<file path="config.mk">
export PLATFORM = sky130hd
export DESIGN_NAME = encode_reg_inst_writer
export DESIGN_NICKNAME = d
export VERILOG_FILES = /design/src/rtl/encode_reg_inst_writer_pkg.sv /design/src/rtl/encode_reg_inst_writer_inst_fifo.sv /design/src/rtl/encode_reg_inst_writer.sv
export SDC_FILE = /design/constraint.sdc
export NUM_CORES = 1
export LEC_CHECK = 0
export ABC_AREA = 1
export CAP_MARGIN = 0
export CORE_AREA = 2 2 109 122
export DETAILED_ROUTE_END_ITERATION = 10
export DIE_AREA = 0 0 111 124
export PLACE_DENSITY = 0.81
export SKIP_CTS_REPAIR_TIMING = 1
export SYNTH_ARGS = -nofsm -noshare
export SYNTH_HDL_FRONTEND = slang
export SYNTH_SLANG_ARGS = --single-unit
</file>
<file path="constraint.sdc">
create_clock -name clk -period 2.5 [get_ports clk]
set_clock_uncertainty 0.2 [all_clocks]
set_input_delay 0.25 -clock clk [delete_from_list [all_inputs] [get_ports clk]]
set_output_delay 0.25 -clock clk [all_outputs]
set_load 0.02 [all_outputs]
</file>
<file path="src/rtl/encode_reg_inst_writer_pkg.sv">
// Shared R-type encoding constants and alu_control codes for the instruction writer.
// The macro definitions fall back to local values when processor_defines was not included first.
`ifndef ADD
`define ADD  5'd0
`endif
`ifndef SUB
`define SUB  5'd1
`endif
`ifndef SLL
`define SLL  5'd2
`endif
`ifndef SLT
`define SLT  5'd3
`endif
`ifndef SLTU
`define SLTU 5'd4
`endif
`ifndef XOR
`define XOR  5'd5
`endif
`ifndef SRL
`define SRL  5'd6
`endif
`ifndef SRA
`define SRA  5'd7
`endif
`ifndef OR
`define OR   5'd8
`endif
`ifndef AND
`define AND  5'd9
`endif

package encode_reg_inst_writer_pkg;
  localparam int INST_W = 32;

  localparam logic [6:0] OPCODE_RTYPE = 7'b0110011;
  localparam logic [6:0] FUNCT7_BASE  = 7'h00;
  localparam logic [6:0] FUNCT7_ALT   = 7'h20;

  localparam logic [2:0] F3_ADD_SUB = 3'd0;
  localparam logic [2:0] F3_SLL     = 3'd1;
  localparam logic [2:0] F3_SLT     = 3'd2;
  localparam logic [2:0] F3_SLTU    = 3'd3;
  localparam logic [2:0] F3_XOR     = 3'd4;
  localparam logic [2:0] F3_SRL_SRA = 3'd5;
  localparam logic [2:0] F3_OR      = 3'd6;
  localparam logic [2:0] F3_AND     = 3'd7;

  localparam logic [4:0] ALU_ADD  = `ADD;
  localparam logic [4:0] ALU_SUB  = `SUB;
  localparam logic [4:0] ALU_SLL  = `SLL;
  localparam logic [4:0] ALU_SLT  = `SLT;
  localparam logic [4:0] ALU_SLTU = `SLTU;
  localparam logic [4:0] ALU_XOR  = `XOR;
  localparam logic [4:0] ALU_SRL  = `SRL;
  localparam logic [4:0] ALU_SRA  = `SRA;
  localparam logic [4:0] ALU_OR   = `OR;
  localparam logic [4:0] ALU_AND  = `AND;

  typedef struct packed {
    logic [6:0] funct7;
    logic [4:0] rs2;
    logic [4:0] rs1;
    logic [2:0] funct3;
    logic [4:0] rd;
    logic [6:0] opcode;
  } rtype_t;

  function automatic rtype_t encode_rtype(input logic [4:0] rd, input logic [4:0] rs1,
                                          input logic [4:0] rs2, input logic [2:0] funct3,
                                          input logic [6:0] funct7);
    rtype_t inst;
    inst.funct7 = funct7;
    inst.rs2    = rs2;
    inst.rs1    = rs1;
    inst.funct3 = funct3;
    inst.rd     = rd;
    inst.opcode = OPCODE_RTYPE;
    return inst;
  endfunction
endpackage

</file>
<file path="src/rtl/encode_reg_inst_writer_inst_fifo.sv">
// Synchronous FIFO holding encoded instruction words; pointers carry an extra wrap bit
// so full and empty are distinguishable without a separate occupancy counter.
module encode_reg_inst_writer_inst_fifo
  import encode_reg_inst_writer_pkg::*;
#(
  parameter int DEPTH = 4,
  parameter int W     = INST_W
) (
  input  logic         clk,
  input  logic         rst,
  input  logic         i_clear,
  input  logic         i_push,
  input  logic         i_pop,
  input  logic [W-1:0] i_wdata,
  output logic [W-1:0] o_rdata,
  output logic         o_full,
  output logic         o_empty
);
  localparam int PTR_W = $clog2(DEPTH);

  logic [W-1:0]   r_mem [DEPTH];
  logic [PTR_W:0] r_wr_ptr;
  logic [PTR_W:0] r_rd_ptr;
  logic           w_do_push;
  logic           w_do_pop;

  assign o_empty   = (r_wr_ptr == r_rd_ptr);
  assign o_full    = (r_wr_ptr[PTR_W] != r_rd_ptr[PTR_W]) &&
                     (r_wr_ptr[PTR_W-1:0] == r_rd_ptr[PTR_W-1:0]);
  assign w_do_push = i_push && !o_full && !i_clear;
  assign w_do_pop  = i_pop && !o_empty && !i_clear;
  assign o_rdata   = r_mem[r_rd_ptr[PTR_W-1:0]];

  always_ff @(posedge clk) begin
    if (w_do_push) begin
      r_mem[r_wr_ptr[PTR_W-1:0]] <= i_wdata;
    end
  end

  always_ff @(posedge clk or posedge rst) begin
    if (rst) begin
      r_wr_ptr <= '0;
      r_rd_ptr <= '0;
    end else if (i_clear) begin
      r_wr_ptr <= '0;
      r_rd_ptr <= '0;
    end else begin
      if (w_do_push) r_wr_ptr <= r_wr_ptr + (PTR_W+1)'(1);
      if (w_do_pop)  r_rd_ptr <= r_rd_ptr + (PTR_W+1)'(1);
    end
  end
endmodule

</file>
<file path="src/rtl/encode_reg_inst_writer.sv">
// Re-encodes decoded R-type fields into RV32I words and streams them to instruction
// memory through a small FIFO, tracking write address, word count and illegal requests.
module encode_reg_inst_writer
  import encode_reg_inst_writer_pkg::*;
#(
  parameter int               DEPTH     = 4,
  parameter int               ADDR_W    = 12,
  parameter logic [ADDR_W-1:0] BASE_ADDR = '0
) (
  input  logic              clk,
  input  logic              rst,
  input  logic              clear,
  input  logic              in_valid,
  output logic              in_ready,
  input  logic [4:0]        rd,
  input  logic [4:0]        rs1,
  input  logic [4:0]        rs2,
  input  logic [4:0]        alu_control,
  output logic              mem_we,
  output logic [ADDR_W-1:0] mem_addr,
  output logic [31:0]       mem_wdata,
  input  logic              mem_ready,
  output logic              illegal_op,
  output logic [15:0]       inst_count
);
  logic              w_legal;
  logic [2:0]        w_funct3;
  logic [6:0]        w_funct7;
  rtype_t            w_inst;
  logic              w_full;
  logic              w_empty;
  logic [31:0]       w_head;
  logic              w_accept;
  logic              w_push;
  logic              w_pop;
  logic [ADDR_W-1:0] r_addr;
  logic [15:0]       r_count;
  logic              r_illegal;
  logic [31:0]       r_last_wdata;

  always_comb begin
    w_legal  = 1'b1;
    w_funct3 = F3_ADD_SUB;
    w_funct7 = FUNCT7_BASE;
    case (alu_control)
      ALU_ADD:  w_funct3 = F3_ADD_SUB;
      ALU_SUB:  w_funct7 = FUNCT7_ALT;
      ALU_SLL:  w_funct3 = F3_SLL;
      ALU_SLT:  w_funct3 = F3_SLT;
      ALU_SLTU: w_funct3 = F3_SLTU;
      ALU_XOR:  w_funct3 = F3_XOR;
      ALU_SRL:  w_funct3 = F3_SRL_SRA;
      ALU_SRA: begin
        w_funct3 = F3_SRL_SRA;
        w_funct7 = FUNCT7_ALT;
      end
      ALU_OR:   w_funct3 = F3_OR;
      ALU_AND:  w_funct3 = F3_AND;
      default:  w_legal  = 1'b0;
    endcase
    w_inst = encode_rtype(rd, rs1, rs2, w_funct3, w_funct7);
  end

  // Illegal requests still complete the handshake so the producer never stalls on them.
  assign w_accept = in_valid && !w_full && !clear;
  assign w_push   = w_accept && w_legal;
  assign w_pop    = !w_empty && mem_ready && !clear;

  encode_reg_inst_writer_inst_fifo #(
    .DEPTH (DEPTH),
    .W     (32)
  ) u_inst_fifo (
    .clk     (clk),
    .rst     (rst),
    .i_clear (clear),
    .i_push  (w_push),
    .i_pop   (w_pop),
    .i_wdata (w_inst),
    .o_rdata (w_head),
    .o_full  (w_full),
    .o_empty (w_empty)
  );

  always_ff @(posedge clk or posedge rst) begin
    if (rst) begin
      r_addr       <= BASE_ADDR;
      r_count      <= '0;
      r_illegal    <= 1'b0;
      r_last_wdata <= '0;
    end else if (clear) begin
      r_addr    <= BASE_ADDR;
      r_count   <= '0;
      r_illegal <= 1'b0;
    end else begin
      if (w_pop) begin
        r_addr       <= r_addr + ADDR_W'(4);
        r_last_wdata <= w_head;
        if (r_count != 16'hFFFF) r_count <= r_count + 16'd1;
      end
      if (w_accept && !w_legal) r_illegal <= 1'b1;
    end
  end

  assign in_ready   = !w_full;
  assign mem_we     = !w_empty;
  assign mem_addr   = r_addr;
  assign mem_wdata  = w_empty ? r_last_wdata : w_head;
  assign illegal_op = r_illegal;
  assign inst_count = r_count;
endmodule
</file>
# After elaboration in Yosys (flattened, before gate mapping)
# Memories as Yosys holds them, arrays and structs flattened.
# Index checks and enable logic that the tools add are counted.
# classes
magnitude_cmp	0
n_reduce_logical	26
mul	0
addsub	4
mux	17
n_shift	0
bitwise	1
n_eq_ne	13
n_div	0
# op_table
op	n
two-way mux 16 bit	3
two-way mux 32 bit	1
two-way mux 12 bit	2
one-hot mux 3 bit (7 select lines)	1
equality test 5 x 3 -> 1 bit (second input constant)	4
adder 16 x 1 -> 16 bit (second input constant)	1
!= test 16 bit (second input constant)	1
adder 12 x 3 -> 12 bit (second input constant)	1
two-way mux 3 bit	4
logical AND 1 bit	11
equality test 5 x 2 -> 1 bit (second input constant)	2
equality test 5 x 4 -> 1 bit (second input constant)	2
nonzero test 2 bit	5
OR reduction 10 bit	1
adder 3 x 1 -> 3 bit (second input constant)	2
two-way mux 6 bit	1
equality test 5 x 1 -> 1 bit (second input constant)	1
zero test 5 bit	1
two-way mux 1 bit	5
zero test 1 bit	4
AND reduction 2 bit	2
OR reduction 2 bit	2
equality test 3 bit	1
equality test 2 bit	1
other kinds (2)	2
# word_totals
latchBits	0
ramBits	96
wordCells	68
memories	1
reg_bits	67
romBits	0
# memory_table
memory	words	word_bits	read_ports	rd_clocked_by_memory_dff	write_ports	line	text
u_inst_fifo.r_mem	4	24	1	0	1	encode_reg_inst_writer_inst_fifo.sv:21	logic [W-1:0] r_mem [DEPTH];

# Depth between registers and ports, before layout
# Gate-level depths: netlist of the first run.
# logic_depth
ltp_word	10
ltp_mapped	11
mapped_depth_nobuf	10

# Modules after synthesis
# A second synthesis of the first run with hierarchy kept.
# hier_totals
hier_cells	832
hier_area_um2	8534.4
# modules_own_cells
mod	cells_each	area_per_inst_um2	instances
encode_reg_inst_writer_inst_fifo	373	5203.7	1
encode_reg_inst_writer	459	3330.7	1

# Worst setup path after synthesis of the first run
# No wires, ideal clock.
# synth_timing
path_kind	register to register
startpoint	register u_inst_fifo.r_wr_ptr[0]
endpoint	memory u_inst_fifo.r_mem[0][0] (netlist bit) (enable)
required_ps	1905
path_buffers	0
period_less_slack_ps	2678
stages_incl_launch_ff	9
slack_ps	-178
arrival_ps	2083
cell_sequence	dfrtp_1 -> inv_1 -> nand2_1 -> nand2_1 -> nand3_1 -> nand2_1 -> nor2_1 -> inv_1 -> nor2_1
# synth_between
elab_chain_cells	10
# synth_rtl
item	line	text
from (decl)	encode_reg_inst_writer_inst_fifo.sv:22	logic [PTR_W:0] r_wr_ptr;
from (signal assigned)	encode_reg_inst_writer_inst_fifo.sv:48	if (w_do_push) r_wr_ptr <= r_wr_ptr + (PTR_W+1)'(1);
equality test 2 bit (*)	encode_reg_inst_writer_inst_fifo.sv:29	(r_wr_ptr[PTR_W-1:0] == r_rd_ptr[PTR_W-1:0]);
logical AND 1 bit (*)	encode_reg_inst_writer_inst_fifo.sv:28	assign o_full = (r_wr_ptr[PTR_W] != r_rd_ptr[PTR_W]) &&
zero test 1 bit (*)	n/a	
named net in_ready	encode_reg_inst_writer.sv:14	output logic in_ready,
logical AND 1 bit (2 in series)	encode_reg_inst_writer.sv:65	assign w_accept = in_valid && !w_full && !clear;
logical AND 1 bit	encode_reg_inst_writer.sv:66	assign w_push = w_accept && w_legal;
logical AND 1 bit (*) (2 in series)	encode_reg_inst_writer_inst_fifo.sv:30	assign w_do_push = i_push && !o_full && !i_clear;
two-way mux 1 bit (*)	encode_reg_inst_writer_inst_fifo.sv:35	if (w_do_push) begin
two-way mux 1 bit (implied by the code) (*)	encode_reg_inst_writer_inst_fifo.sv:36	r_mem[r_wr_ptr[PTR_W-1:0]] <= i_wdata;
to (decl)	encode_reg_inst_writer_inst_fifo.sv:21	
# Mark *: on every way through the listed nets, which the timed path passes. The rest lies on a longest branch.

# Final worst setup path of the first run
# layout_timing
startpoint	register u_inst_fifo.r_wr_ptr[1]
endpoint	output port mem_wdata[18]
# layout_between
elab_chain_cells	2
# layout_rtl
item	line	text
equality test 3 bit	encode_reg_inst_writer_inst_fifo.sv:27	assign o_empty = (r_wr_ptr == r_rd_ptr);
two-way mux 32 bit	encode_reg_inst_writer.sv:107	assign mem_wdata = w_empty ? r_last_wdata : w_head;
to (decl)	encode_reg_inst_writer.sv:21	output logic [31:0] mem_wdata,
# Every way passes these cells.

==> results_dict.tcl, run 1 <==
set metrics [dict create \
    status "completed" \
    synth_compound_area_share_pct 11.2 \
    antenna_found_initial 0 \
    crit_arrival_ns 1.98 \
    cp_max_fo 19 \
    grt_use_total_pct 20.7 \
    dp_cells 874 \
    syn_area_per_cell_um2 9.30 \
    max_freq_ghz 0.411 \
    overflow 0 \
    peakVddDrop_mv 0.755 \
    clock_sinks 129 \
    cp-end-kind "output pin" \
    setup_viol 0 \
    fin_crit_ns 2.43 \
    slew_viol_final 0 \
    yosys_most_used_dff "edfxtp_1" \
    hold_violations 0 \
    start_kind "flip-flop" \
    drt-total-wl_um 14100 \
    clockBufferDepth 2 \
    syn_to_final_growth_pct 27.0 \
    synth_top_family_by_area "simple AND/OR/NAND/NOR gates" \
    yosysMostFrequentCell "nand2_1" \
    hold_path_class "in2async" \
    synth_xor_area_share_pct 0.870 \
    synthSimpleGateAreaFrac_pct 19.2 \
    port-buffer-count 76 \
    dp_slack_ns 0.0596 \
    grt_max_degree 54 \
    path_common_cell "nand2_1" \
    clk_pin_slew_ns 0.06 \
    gp_congestion 0.826 \
    synth_fa_ha_area_share_pct 1.45 \
    die_x_um 111 \
    max-slew-margin-rel_pct 61.9 \
    post-route-cell-area_um2 7680 \
    drive_above_1_share_pct 10.0 \
    yosysWarnings 0 \
    core_area_um2 12400 \
    placed_cell_area_um2 7030 \
    io_pins 88 \
    vias 4804 \
    crit_chain "inv_1 -> nand2_1 -> nand2_1 -> nand3_4 -> buf_12 -> o21ai_0 -> dlymetal6s2s_1" \
    diodes 0 \
    route.antenna.remaining_nets 0 \
    tritoncts "yes" \
    path_class "reg2out" \
    drc 0 \
    synth_top_area_cell "edfxtp_1" \
    slowest_stage "dfrtp_1" \
    numCtsBuffers 17 \
    holdWs_ns 0.0158 \
    rsz0062_at_grt "true" \
    setup_ws_ns 0.0665 \
    crit_required_ns 2.05 \
    powerDensity_nw_per_um2 800 \
    first_global_vias 4667 \
    synth_area_um2 6040 \
    max_stage_delay_ns 0.43 \
    drt-initial-drc-count 314 \
    dp_hpwl_um 9340 \
    synthArstFlopShare_pct 41.1 \
    cts-root-buf "clkbuf_16" \
    wl_per_cell_um 15.6 \
    dr.pass1.iters 6 \
    synth.area.top_cells "edfxtp_1 (38%), dfrtp_1 (22%), nand2_1 (9.0%), o21ai_0 (7.9%), nor2_1 (4.6%)" \
    vias_per_cell 5.30 \
    maxCapViolCount 0 \
    ys_ff_latch 129 \
    nNetsFinal 768 \
    ys_seq_area_share_pct 59.7 \
    die_h_um 124 \
    start_util_pct 48.6 \
    die_area_um2 13800 \
    htree_levels 4 \
    worst_slew_pin_slew_ns 0.566 \
    clock_latency_ns 0.42 \
    synth_commonest_cells "nand2_1 (145), o21ai_0 (95), edfxtp_1 (76), nor2_1 (74), inv_1 (58)" \
    grt_pass1_wl_um 22200 \
    synth_edf_count 76 \
    yosysUniqueCellTypes 28 \
    syn-instance-count 650 \
    fin_cells 906 \
    placementRows 43 \
    netlist.area_leader.share_pct 37.8 \
    synth_mux_area_share_pct 0 \
    min_period_over_period_pct 97.3 \
    leakage_uw 0.00316 \
    fin_setup_tns_ns 0 \
]
-- registers in the layout, indices dropped and copies added, names as in the netlist --
signal,count
u_inst_fifo.r_wr_ptr,3
illegal_op,1
u_inst_fifo.r_mem,76
inst_count,16
mem_addr,10
u_inst_fifo.r_rd_ptr,3
r_last_wdata,20
-- area by class of cell --
class	count	area (um2)
clock inverter	11	130
tap	157	196
inverter	60	225
fill	970	4750
timing repair buffer	98	998
clock buffer	21	470
sequential	129	3610
multi-input combinational	430	2050
-- final timing paths --
| check | start | end | slack (ns) | cells past startpoint |
|---|---|---|---|---|
| setup / recovery | u_inst_fifo.r_wr_ptr[1] | mem_wdata[18] | 0.07 | 7 |
| hold / removal | rst | mem_addr[8] | 0.02 | 3 |
| setup reg to reg | inst_count[0] | inst_count[8] | 0.28 | 10 |
| hold reg to reg | r_last_wdata[5] | r_last_wdata[5] | 0.28 | 2 |
| max in group asynchronous | rst | u_inst_fifo.r_rd_ptr[0] | 1.83 | 3 |
| min in group clk | rs1[3] | u_inst_fifo.r_mem[1][11] | 0.27 | 1 |
-- cell families (layout without fill, tap and decap cells) --
kind of cell,Yosys count,count (layout)
AOI/OAI and AO/OA,128,128
buffers and inverters,101,190
adders and majority gates,7,7
and+or+nand+nor,278,278
xor gates and xnor gates,6,6
other,1,11
DFF,129,129
-- cells in the final DEF (no fill, tap or decap), types with 2 or more instances in the layout --
cell type          n
nand2_1          145
o21ai_0           95
edfxtp_1          76
nor2_1            74
inv_1             57
dfrtp_1           53
clkdlybuf4s50_1   51
nand3_1           33
dlymetal6s2s_1    18
clkbuf_16         17
buf_4             17
o22ai_1           16
nand4_1           12
conb_1            11
o21ai_1            9
ha_1               7
xor2_1             6
clkbuf_2           5
buf_12             5
nor3_1             4
clkinv_4           4
inv_2              3
o22ai_2            3
clkinvlp_4         3
clkbuf_8           3
nand2_2            2
nor2_2             2
or2_2              2
o21bai_1           2
bufinv_16          2
buf_2              2
-- where the power goes --
| group | internal (uW) | switching, uW |
|---|---|---|
| Combinational | 442 | 742 |
| Sequential | 2430 | 57.4 |
| Clock | 1550 | 916 |
-- stage by stage --
step / power, uW / util [%]
final: 6140 / 61.8
after global routing: 6370 / 61.8
after CTS: 6240 / 61.4
after detailed placement: 3780 / 56.6
after global placement: 3740 / 56.6
after floorplan: 3220 / -
-- worst max-delay path, delay by kind of cell, from the launching register on --
kind / cells / cell delay, ns
and+or+nand+nor: 3 / 0.33
DFF: 1 / 0.43
buffers and inverters: 3 / 0.60
AOI/OAI and AO/OA: 1 / 0.20
-- layer usage --
| layer | global-route usage (%) | wire (um) |
|---|---|---|
| met1 | 24.1 | 5680 |
| met2 | 36.9 | 7360 |
| met3 | 4.33 | 838 |
| met4 | 10.2 | 228 |
| met5 | 0 | 0 |
Power figures use the tool's default switching activity.
==> inputs of run 2 (changes only) <==
CELL_PAD_IN_SITES_DETAIL_PLACEMENT = 2   (was unset)
CELL_PAD_IN_SITES_GLOBAL_PLACEMENT = 2   (was unset)
CORE_AREA = 2 2 139 154   (was 2 2 109 122)
DIE_AREA = 0 0 141 156   (was 0 0 111 124)
PLACE_DENSITY = 0.8   (was 0.81)
==> run 2 against run 1 <==
Effect of this change: the flow now finishes with violations (setup timing); power grew 2.0%; die area up 60%; final area grew 2.0%; largest power group is now clock.
==> results_dict.tcl, run 2 (synthesis results as in run 1) <==
set metrics [dict create \
    status "finished with violations" \
    violations "setup timing" \
    die_h_um 156 \
    r2r_cells 9 \
    slew_viol_final 0 \
    crit_chain "inv_2 -> buf_12 -> o21ai_0 -> o22ai_2 -> nand2_1 -> o21ai_0 -> clkdlybuf4s50_1" \
    holdWs_ns 0.00795 \
    port-buffer-count 76 \
    numCtsBuffers 17 \
    clock_latency_ns 0.42 \
    drt-total-wl_um 18500 \
    clk_pin_slew_ns 0.06 \
    drt-initial-drc-count 209 \
    cp-end-kind "output pin" \
    cp_max_fo 40 \
    worst_slew_pin_slew_ns 0.605 \
    clock_sinks 129 \
    overflow 0 \
    pwr-share-seq_pct 39.9 \
    grt_max_degree 54 \
    io_pins 88 \
    power_switching_uw 1800 \
    drc 0 \
    core_area_um2 20400 \
    htree_levels 4 \
    min_period_over_period_pct 110 \
    largest_reg_flops 76 \
    first_global_vias 5615 \
    timing.rr.end "u_inst_fifo.r_mem[2][11]" \
    crit_required_ns 2.05 \
    start_util_pct 29.6 \
    placed_cell_area_um2 7200 \
    dr.pass1.iters 4 \
    die_area_um2 22000 \
    vias_per_cell 4.93 \
    layout_common_cells "nand2_1 (145), o21ai_0 (91), edfxtp_1 (76)" \
    setup_viol 1 \
    post-route-cell-area_um2 7830 \
    powerDensity_nw_per_um2 800 \
    crit_cells 7 \
    placementRows 55 \
    timing.rr.start "u_inst_fifo.r_rd_ptr[0]" \
    syn_to_final_growth_pct 29.5 \
    clockBufferDepth 2 \
    tritoncts "yes" \
    die_x_um 141 \
    rsz0062_at_grt "true" \
    max_stage_delay_ns 0.63 \
    fillerInstances 2182 \
    grt_pass1_wl_um 30100 \
    nNetsFinal 768 \
    cp_num_buf_inv 3 \
    max_freq_ghz 0.364 \
    start_kind "flip-flop" \
    route.antenna.remaining_nets 0 \
    antenna_found_initial 0 \
    fin_crit_ns 2.75 \
    cp-startpoint "u_inst_fifo.r_rd_ptr[0]" \
    grt_use_total_pct 17.8 \
    path_class "reg2out" \
    multiInputGateArea_um2 2080 \
    setup_ws_ns -0.247 \
    dp_hpwl_um 12800 \
    combPwrFrac_pct 18.8 \
    internal_power_uw 4460 \
    path_delay_family "buffers and inverters" \
    slowest_stage "clkdlybuf4s50_1" \
    switching_share_pct 28.8 \
    worstSetupEndpoint "mem_wdata[12]" \
    power_uw 6260 \
    crit_arrival_ns 2.30 \
    regArea_um2 3610 \
    gp_congestion 0.779 \
    final_common_cell "nand2_1" \
    drive_above_1_share_pct 12.0 \
    peakVddDrop_mv 0.500 \
    p_clk_share_pct 41.3 \
    rrSetupSlack_ns 0.20 \
    hold_violations 0 \
    leakage_uw 0.00309 \
    path_common_cell "o21ai_0" \
    wl_per_cell_um 18.5 \
    hold_path_class "in2async" \
    cts-root-buf "clkbuf_16" \
    diodes 0 \
    maxCapViolCount 0 \
    vias 4958 \
    max-slew-margin-rel_pct 59.3 \
]
[run 2: area by class of cell]
type	instances	share of cell area (%)
tap	256	4.09
multi-input combinational	430	26.5
clock inverter	12	2.01
sequential	129	46.1
inverter	60	2.88
clock buffer	20	5.84
timing repair buffer	98	12.5
[run 2: per-stage QoR]
stage          setup WS, ns  TNS, ns  util (%)  instances
4_1_cts              -0.380    -6.04      38.2       1005
6_report             -0.247   -0.247      38.3       1005
5_1_grt              -0.364   -0.364      38.3       1005
3_5_place_dp        -0.0465   -0.863      35.2        973
3_3_place_gp          0.194        0      35.2        973
2_1_floorplan        -0.178   -13.51         -        660
[run 2: power by group through the flow]
stage	clock [uW]	combinational (uW)	sequential [uW]
3_3_place_gp	0	1250	2520
3_5_place_dp	0	1300	2540
4_1_cts	2660	1310	2500
2_1_floorplan	0	700	2520
5_1_grt	2740	1320	2510
6_report	2590	1180	2490
[run 2: worst register-to-register path: cells and delay by family (launching register included)]
family	cells	cell delay, ns
buffers and inverters	3	0.43
DFF	1	0.44
and+or+nand+nor	6	0.93
[run 2: how the worst min path moves through the flow]
stage,from,end,slack (ns),depth (start not counted)
final,rst,inst_count[3],0.008,3
after global routing,rst,r_last_wdata[8],0.06,3
after CTS,rst,inst_count[0],0.01,3
after detailed placement,r_last_wdata[5],r_last_wdata[5],0.26,2
after global placement,r_last_wdata[5],r_last_wdata[5],0.25,2
after floorplan,rd[0],u_inst_fifo.r_mem[0][0],0.15,0
[run 2: layer usage]
layer	track usage [%]	up-vias	share of wire (%)
met2	33.6	94	53
met3	2.79	21	2.3
met1	20.4	2512	43
met5	0	-	0
li1	-	2331	-
met4	5.95	0	1.5
==> inputs of run 3 (changes only) <==
==> constraint.sdc (replaced) <==
create_clock -name clk -period 2.5 [get_ports clk]
set_clock_uncertainty 0.2 [all_clocks]
set_input_delay 0.25 -clock clk [delete_from_list [all_inputs] [get_ports clk]]
set_output_delay 0.25 -clock clk [all_outputs]
set_load 0.01 [all_outputs]
==> run 3 against run 2 <==
Effect of this change: the run ends with hold timing, setup timing left; final area up 1.9%; non-clock buffer count increased by 2; clock-buffer cell count fell by 2; largest cell class unchanged; power barely moved; routed wire length up 2.6%; clock power about the same; fmax is 3.4% higher; largest power group unchanged; utilization grew 0.73 points.
==> results_dict.tcl, run 3 (synthesis results as in run 1) <==
set metrics [dict create \
    antenna_found_initial 0 \
    drt-total-wl_um 19000 \
    crit_arrival_ns 2.21 \
    path_class "reg2out" \
    clock_latency_ns 0.43 \
    cp_num_buf_inv 3 \
    crit_chain "inv_2 -> nand2_1 -> nand2_1 -> nand3_4 -> buf_12 -> o21ai_0 -> clkdlybuf4s50_1" \
    fillerInstances 2192 \
    core_area_um2 20400 \
    start_kind "flip-flop" \
    grt_pass1_wl_um 30200 \
    hold_violations 11 \
    setup_viol 1 \
    placementRows 55 \
    max-slew-margin-rel_pct 62.9 \
    slew_viol_final 0 \
    cp-end-kind "output pin" \
    hold_path_class "in2async" \
    setup_ws_ns -0.158 \
    drive_above_1_share_pct 11.7 \
    dr.pass1.iters 5 \
    start_util_pct 29.6 \
    grt_use_total_pct 17.8 \
    powerDensity_nw_per_um2 784 \
    fin_crit_ns 2.66 \
    crit_required_ns 2.05 \
    violations "hold timing, setup timing" \
    vias_per_cell 4.95 \
    path_delay_family "buffers and inverters" \
    gp_congestion 0.814 \
    drc 0 \
    die_h_um 156 \
    vias 4981 \
    numCtsBuffers 17 \
    layout_common_cells "nand2_1 (144), o21ai_0 (95), edfxtp_1 (76)" \
    max_freq_ghz 0.376 \
    power_uw 6260 \
    peakVddDrop_mv 0.488 \
    rsz0062_at_grt "true" \
    route.antenna.remaining_nets 0 \
    wl_per_cell_um 18.9 \
    leakage_uw 0.00328 \
    diodes 0 \
    status "finished with violations" \
    io_pins 88 \
    largest_reg_flops 76 \
    path_common_cell "nand2_1" \
    drt-initial-drc-count 233 \
    worst_slew_pin_slew_ns 0.550 \
    slowest_stage "clkdlybuf4s50_1" \
    die_area_um2 22000 \
    max_stage_delay_ns 0.56 \
    maxCapViolCount 0 \
    first_global_vias 5602 \
    clock_sinks 129 \
    cp_max_fo 20 \
    nNetsFinal 770 \
    overflow 0 \
    final_common_cell "nand2_1" \
    holdWs_ns -0.00792 \
    syn_to_final_growth_pct 32.0 \
    cts-root-buf "clkbuf_16" \
    dp_hpwl_um 12600 \
    port-buffer-count 76 \
    die_x_um 141 \
    grt_max_degree 54 \
    clockBufferDepth 2 \
    tritoncts "yes" \
    min_period_over_period_pct 106 \
    htree_levels 4 \
    clk_pin_slew_ns 0.06 \
]
==> run 3: through the flow <==
stage	setup WS, ns	utilization [%]	setup TNS, ns	instances	cell area [um2]
6_report	-0.158	39.0	-0.158	1007	7980
5_1_grt	-0.305	39.0	-0.367	1007	7980
4_1_cts	-0.340	38.1	-5.59	1006	7790
3_5_place_dp	0.141	35.1	0	974	7180
3_3_place_gp	0.191	35.1	0	974	7180
2_1_floorplan	-0.0903	-	-6.87	660	6080
==> run 3: routing by layer <==
layer / vias up / routed length (um) / track usage (%)
li1: 2333 / - / -
met4: 0 / 365 / 6.14
met2: 97 / 9950 / 32.3
met1: 2528 / 8050 / 21.2
met3: 23 / 657 / 3.16
met5: - / 0 / 0
==> run 3: worst paths after layout <==
path | startpoint | endpoint | slack (ns) | depth (start not counted)
max in group asynchronous | rst | u_inst_fifo.r_rd_ptr[0] | 1.80 | 3
worst min register to register | r_last_wdata[5] | r_last_wdata[5] | 0.28 | 2
worst min-delay path | rst | r_last_wdata[8] | -0.008 | 3
min in group clk | rd[2] | u_inst_fifo.r_mem[1][2] | 0.26 | 1
worst max register to register | inst_count[0] | inst_count[7] | 0.25 | 10
worst max-delay path | u_inst_fifo.r_rd_ptr[0] | mem_wdata[12] | -0.16 | 7
==> run 3: where the power goes <==
group | switching, uW | internal (uW) | total, uW | leakage (uW)
sequential | 67.0 | 2430 | 2500 | 0.00138
combinational | 654 | 506 | 1160 | 0.00160
clock | 1010 | 1590 | 2600 | 0.000299
total | 1730 | 4520 | 6260 | 0.00328
==> run 3: worst min-delay path, stage by stage <==
cell and delay (ns):
clkdlybuf4s50_1 0.41, inv_2 0.07, buf_12 0.29
==> run 3: layout make-up <==
type | count | area (um2) | area share (%)
clock buffers | 18 | 429 | 5.38
clock inverters | 14 | 179 | 2.24
inverters | 60 | 225 | 2.82
multi-input cells | 430 | 2110 | 26.4
flip-flops and latches | 129 | 3610 | 45.3
well taps | 256 | 320 | 4.02
repair buffers | 100 | 1100 | 13.8
==> patch 1 (settings of run 2) <==
The parameter `ADDR_W` goes from 12 to 13.
--- a/src/rtl/encode_reg_inst_writer.sv
+++ b/src/rtl/encode_reg_inst_writer.sv
@@ -6,3 +6,3 @@
   parameter int               DEPTH     = 4,
-  parameter int               ADDR_W    = 12,
+  parameter int               ADDR_W    = 13,
   parameter logic [ADDR_W-1:0] BASE_ADDR = '0
Interface: changed (resized mem_addr); port bits go from 88 to 89. The function was not compared with the original's and may differ.
==> patch 1 against run 2 <==
  * First-iteration DRC count is 5.3% higher
  * Sequential cell count is 1 higher
  * Setup slack gained 0.34 ns
  * Power fell by 0.20%
  * Final area up 2.0%
  * Synthesized area up 3.1%
  * Routed wire length rose by 2.8%
  * Largest power group is now sequential cells
==> patch 1: results (changes against run 2) <==
outcome = complete, no violations (was finished with violations)
Synth top cells by count = nand2_1 (138), o21ai_0 (87), nor2_1 (80) (was nand2_1 (145), o21ai_0 (95), edfxtp_1 (76))
ratio of cells with drive above 1 in the final layout = 0.1343 (was 0.1202)
Critical Path Slowest Stage Cell = dfrtp_1 (was clkdlybuf4s50_1)
Pre-antenna DRT Iters = 4 (unchanged)
DR iter-0 viols = 220 (was 209)
global-route wire length before repair = 30,680 µm (was 30,130 µm)
largest net degree at the start of global routing = 41 (was 54)
RR Endpoint = u_inst_fifo.r_mem[1][12]$_DFFE_PP_ (was u_inst_fifo.r_mem[2][11]$_DFFE_PP_)
Post-synth ARST share = 0.4154 (was 0.4109)
Routed WL per cell = 18.63 µm (was 18.46 µm)
HP Class = input pin to register (was input pin to asynchronous set/reset pin)
Crit path arrival time = 1.96 ns (was 2.30 ns)
CP endpoint = mem_wdata[15] (was mem_wdata[12])
Ys Warns = 0 (unchanged)
number of port buffers = 77 (was 76)
Inst Count DP = 990 (was 973)
FF-to-FF path depth = 9 (unchanged)
register area share after synthesis = 0.5831 (was 0.5971)
largest cells by area after synthesis = edfxtp_1 (37%), dfrtp_1 (22%), nand2_1 (8.3%) (was edfxtp_1 (38%), dfrtp_1 (22%), nand2_1 (9.0%))
drt via density = 4.936 (was 4.933)
# fillers = 2,194 (was 2,182)
max frequency = 415.0 MHz (was 364.0 MHz)
syn_area_per_cell = 9.427 µm² (was 9.297 µm²)
slowest cell delay on critical path = 0.45 ns (was 0.63 ns)
dpl cell area = 7367 µm² (was 7196 µm²)
Clock transition at path regs = 0.06 ns (about the same)
fin util = 0.3908 (was 0.3829)
Hold Vio Cnt, Final = 0 (unchanged)
Vias = 5,050 (was 4,958)
worst vdd ir = 0.0005592 V (was 0.0004998 V)
GRT Total Usage = 0.1802 (was 0.1779)
H-tree Lvls = 4 (unchanged)
clock buffer depth = 2 (unchanged)
DP Wirelength = 13,500 µm (was 12,830 µm)
antenna cells = 0 (unchanged)
vias in the first global route = 5,648 (was 5,615)
Netlist cell types = 38 (was 28)
GPL Wtd Cong = 0.7888 (was 0.7786)
nets = 786 (was 768)
R2R setup slack = 0.23 ns (was 0.20 ns)
Leakage = 0.003271 µW (was 0.003092 µW)
DP Worst Slack = -0.1325 ns (was -0.04654 ns)
-- patch 1: layout make-up --
class / count / area share
clock inverter: 12 / 0.01394
timing repair buffer: 104 / 0.1285
multi-input combinational: 440 / 0.2779
sequential: 130 / 0.4550
clock buffer: 20 / 0.05593
inverter: 61 / 0.02867
tap: 256 / 0.04011
-- patch 1: worst min path at each step --
stage                                start  slack (ns)                                end  cells after the start
6_report                             rd[3]        0.26  u_inst_fifo.r_mem[0][3]$_DFFE_PP_                      1
5_1_grt                              rd[4]        0.28  u_inst_fifo.r_mem[0][4]$_DFFE_PP_                      1
4_1_cts                                rst        -0.1          inst_count[1]$_DFFE_PP0P_                      2
3_5_place_dp   r_last_wdata[5]$_DFFE_PP0P_        0.26        r_last_wdata[5]$_DFFE_PP0P_                      2
3_3_place_gp   r_last_wdata[5]$_DFFE_PP0P_        0.26        r_last_wdata[5]$_DFFE_PP0P_                      2
2_1_floorplan                        rd[0]        0.15  u_inst_fifo.r_mem[0][0]$_DFFE_PP_                      0
-- patch 1: power by group --
| group | total (µW) | internal (µW) | switching, µW | leakage (µW) |
|---|---|---|---|---|
| Combinational | 1350 | 482 | 868 | 0.00162 |
| Sequential | 2520 | 2450 | 66.5 | 0.00140 |
| Clock | 2380 | 1390 | 984 | 0.000255 |
-- patch 1: cells by family after synthesis --
logic type      share of synthesized area
fa+ha+maj                         0.01406
simple gates                       0.2000
compound gates                     0.1118
xor+xnor                          0.01546
other cells                     0.0006018
flops                              0.5831
buf+inv                           0.07490
-- patch 1: metal layers --
metal  track usage  vias to the layer above  wire length [µm]
met5             0                        -                 0
met4       0.05667                        0               293
met3       0.02486                       21               515
met2        0.3380                      101             10290
met1        0.2123                     2554              7959
li1              -                     2374                 -
==> patch 2 (settings of run 2) <==
Without the edit above. Put one more register stage on the output `inst_count`, with the module's reset. The value now appears one clock later. The other outputs are not delayed to match.
--- a/src/rtl/encode_reg_inst_writer.sv
+++ b/src/rtl/encode_reg_inst_writer.sv
@@ -108,3 +108,9 @@
   assign illegal_op = r_illegal;
-  assign inst_count = r_count;
+  always_ff @(posedge clk or posedge rst) begin
+    if (rst) begin
+      inst_count <= '0;
+    end else begin
+      inst_count <= r_count;
+    end
+  end
 endmodule
Function: changed (a bounded check fails within 4 cycles, from zero or initial values and one cycle with rst high).
==> patch 2 against run 2 <==
  * Routed wire length is 0.16% higher
  * Final area is 5.1% higher
  * Sequential cell count is 16 higher
  * Synthesized area is 7.0% higher
  * Setup slack better by 0.33 ns
  * Register-to-register slack better by 0.10 ns
  * Die area stayed put
  * Power is 5.7% higher
  * Critical path type unchanged
  * Critical endpoint is now mem_wdata[19]
  * Largest cell class unchanged
  * Highest routed layer unchanged
==> patch 2: results (changes against run 2) <==
combinational power share = 0.195 (was 0.188)
worst-path fanout max = 39 (was 40)
Adder-Cell Fraction of Synth Area = 0.01355 (was 0.01449)
metal2 WL = 9941 µm (was 9914 µm)
clk cell area share = 0.07192 (was 0.07850)
multi-input combinational cell area = 2071 µm² (was 2077 µm²)
Post-synth ARST share = 0.4759 (was 0.4109)
Synth Area in Compound Gates = 0.09851 (was 0.1120)
outcome = complete, no violations (was finished with violations)
DR iter-0 viols = 170 (was 209)
Netlist cell types = 29 (was 28)
GRT Total Usage = 0.1764 (was 0.1779)
register area share after synthesis = 0.6201 (was 0.5971)
Post-Route M1 WL = 7965 µm (was 7915 µm)
clock buffers = 18 (was 20)
Synth top cells by count = nand2_1 (144), o21ai_0 (89), edfxtp_1 (76) (was nand2_1 (145), o21ai_0 (95), edfxtp_1 (76))
DP Worst Slack = -0.08224 ns (was -0.04654 ns)
vias in the first global route = 5,612 (was 5,615)
post-layout min period = 2.418 ns (was 2.747 ns)
Leakage = 0.003429 µW (was 0.003092 µW)
DP Wirelength = 12,990 µm (was 12,830 µm)
#FFs+latches synth = 145 (was 129)
worst vdd ir = 0.0005351 V (was 0.0004998 V)
largest net degree at the start of global routing = 70 (was 54)
worst hold slack = 0.01636 ns (was 0.007955 ns)
ratio of cells with drive above 1 in the final layout = 0.1332 (was 0.1202)
internal power = 4629 µW (was 4456 µW)
M2 GR Usage = 0.3312 (was 0.3359)
switch share = 0.3004 (was 0.2880)
Crit path arrival time = 1.97 ns (was 2.30 ns)
nets = 785 (was 768)
slowest cell delay on critical path = 0.41 ns (was 0.63 ns)
Sequential Power Share = 0.417 (was 0.399)
largest cells by area after synthesis = edfxtp_1 (35%), dfrtp_1 (27%), nand2_1 (8.4%) (was edfxtp_1 (38%), dfrtp_1 (22%), nand2_1 (9.0%))
Setup crit start = u_inst_fifo.r_rd_ptr[1]$_DFFE_PP0P_ (was u_inst_fifo.r_rd_ptr[0]$_DFFE_PP0P_)
Synth Area in XOR/XNOR = 0.01490 (was 0.008696)
Vias = 4,980 (was 4,958)
met1 track demand over resource = 0.2005 (was 0.2042)
Critical Path Slowest Stage Cell = dfrtp_1 (was clkdlybuf4s50_1)
RR Endpoint = u_inst_fifo.r_mem[2][0]$_DFFE_PP_ (was u_inst_fifo.r_mem[2][11]$_DFFE_PP_)
R2R setup slack = 0.30 ns (was 0.20 ns)
nonclk buf count = 104 (was 98)
GPL Wtd Cong = 0.8253 (was 0.7786)
Routed WL = 18,580 µm (was 18,550 µm)
met3 WL post-DR = 376 µm (was 434 µm)
-- patch 2: cell count changes in the layout (fill, tap and decap cells not counted), moves of 3 or more --
cell            delta
xor2_1             +5
inv_6              +4
nor2_1             -7
o21ai_0            -8
nand4_1            -4
dlymetal6s2s_1     -4
dfrtp_1           +15
nand3_1            +4
buf_4              +7
o22ai_2            -3
o22ai_1            +3
-- patch 2: cells by family after synthesis --
kind of cell | Yosys count
XOR/XNOR | 11
flip-flops | 145
other | 1
AND/OR/NAND/NOR | 274
adder cells (fa/ha/maj) | 7
buffers and inverters | 101
AO/OA/AOI/OAI | 120
-- patch 2: per-stage QoR --
step / std cells / cell area (µm²)
3_3_place_gp: 987 / 7631
5_1_grt: 1022 / 8229
4_1_cts: 1019 / 8223
6_report: 1022 / 8229
3_5_place_dp: 987 / 7631
2_1_floorplan: 669 / 6502
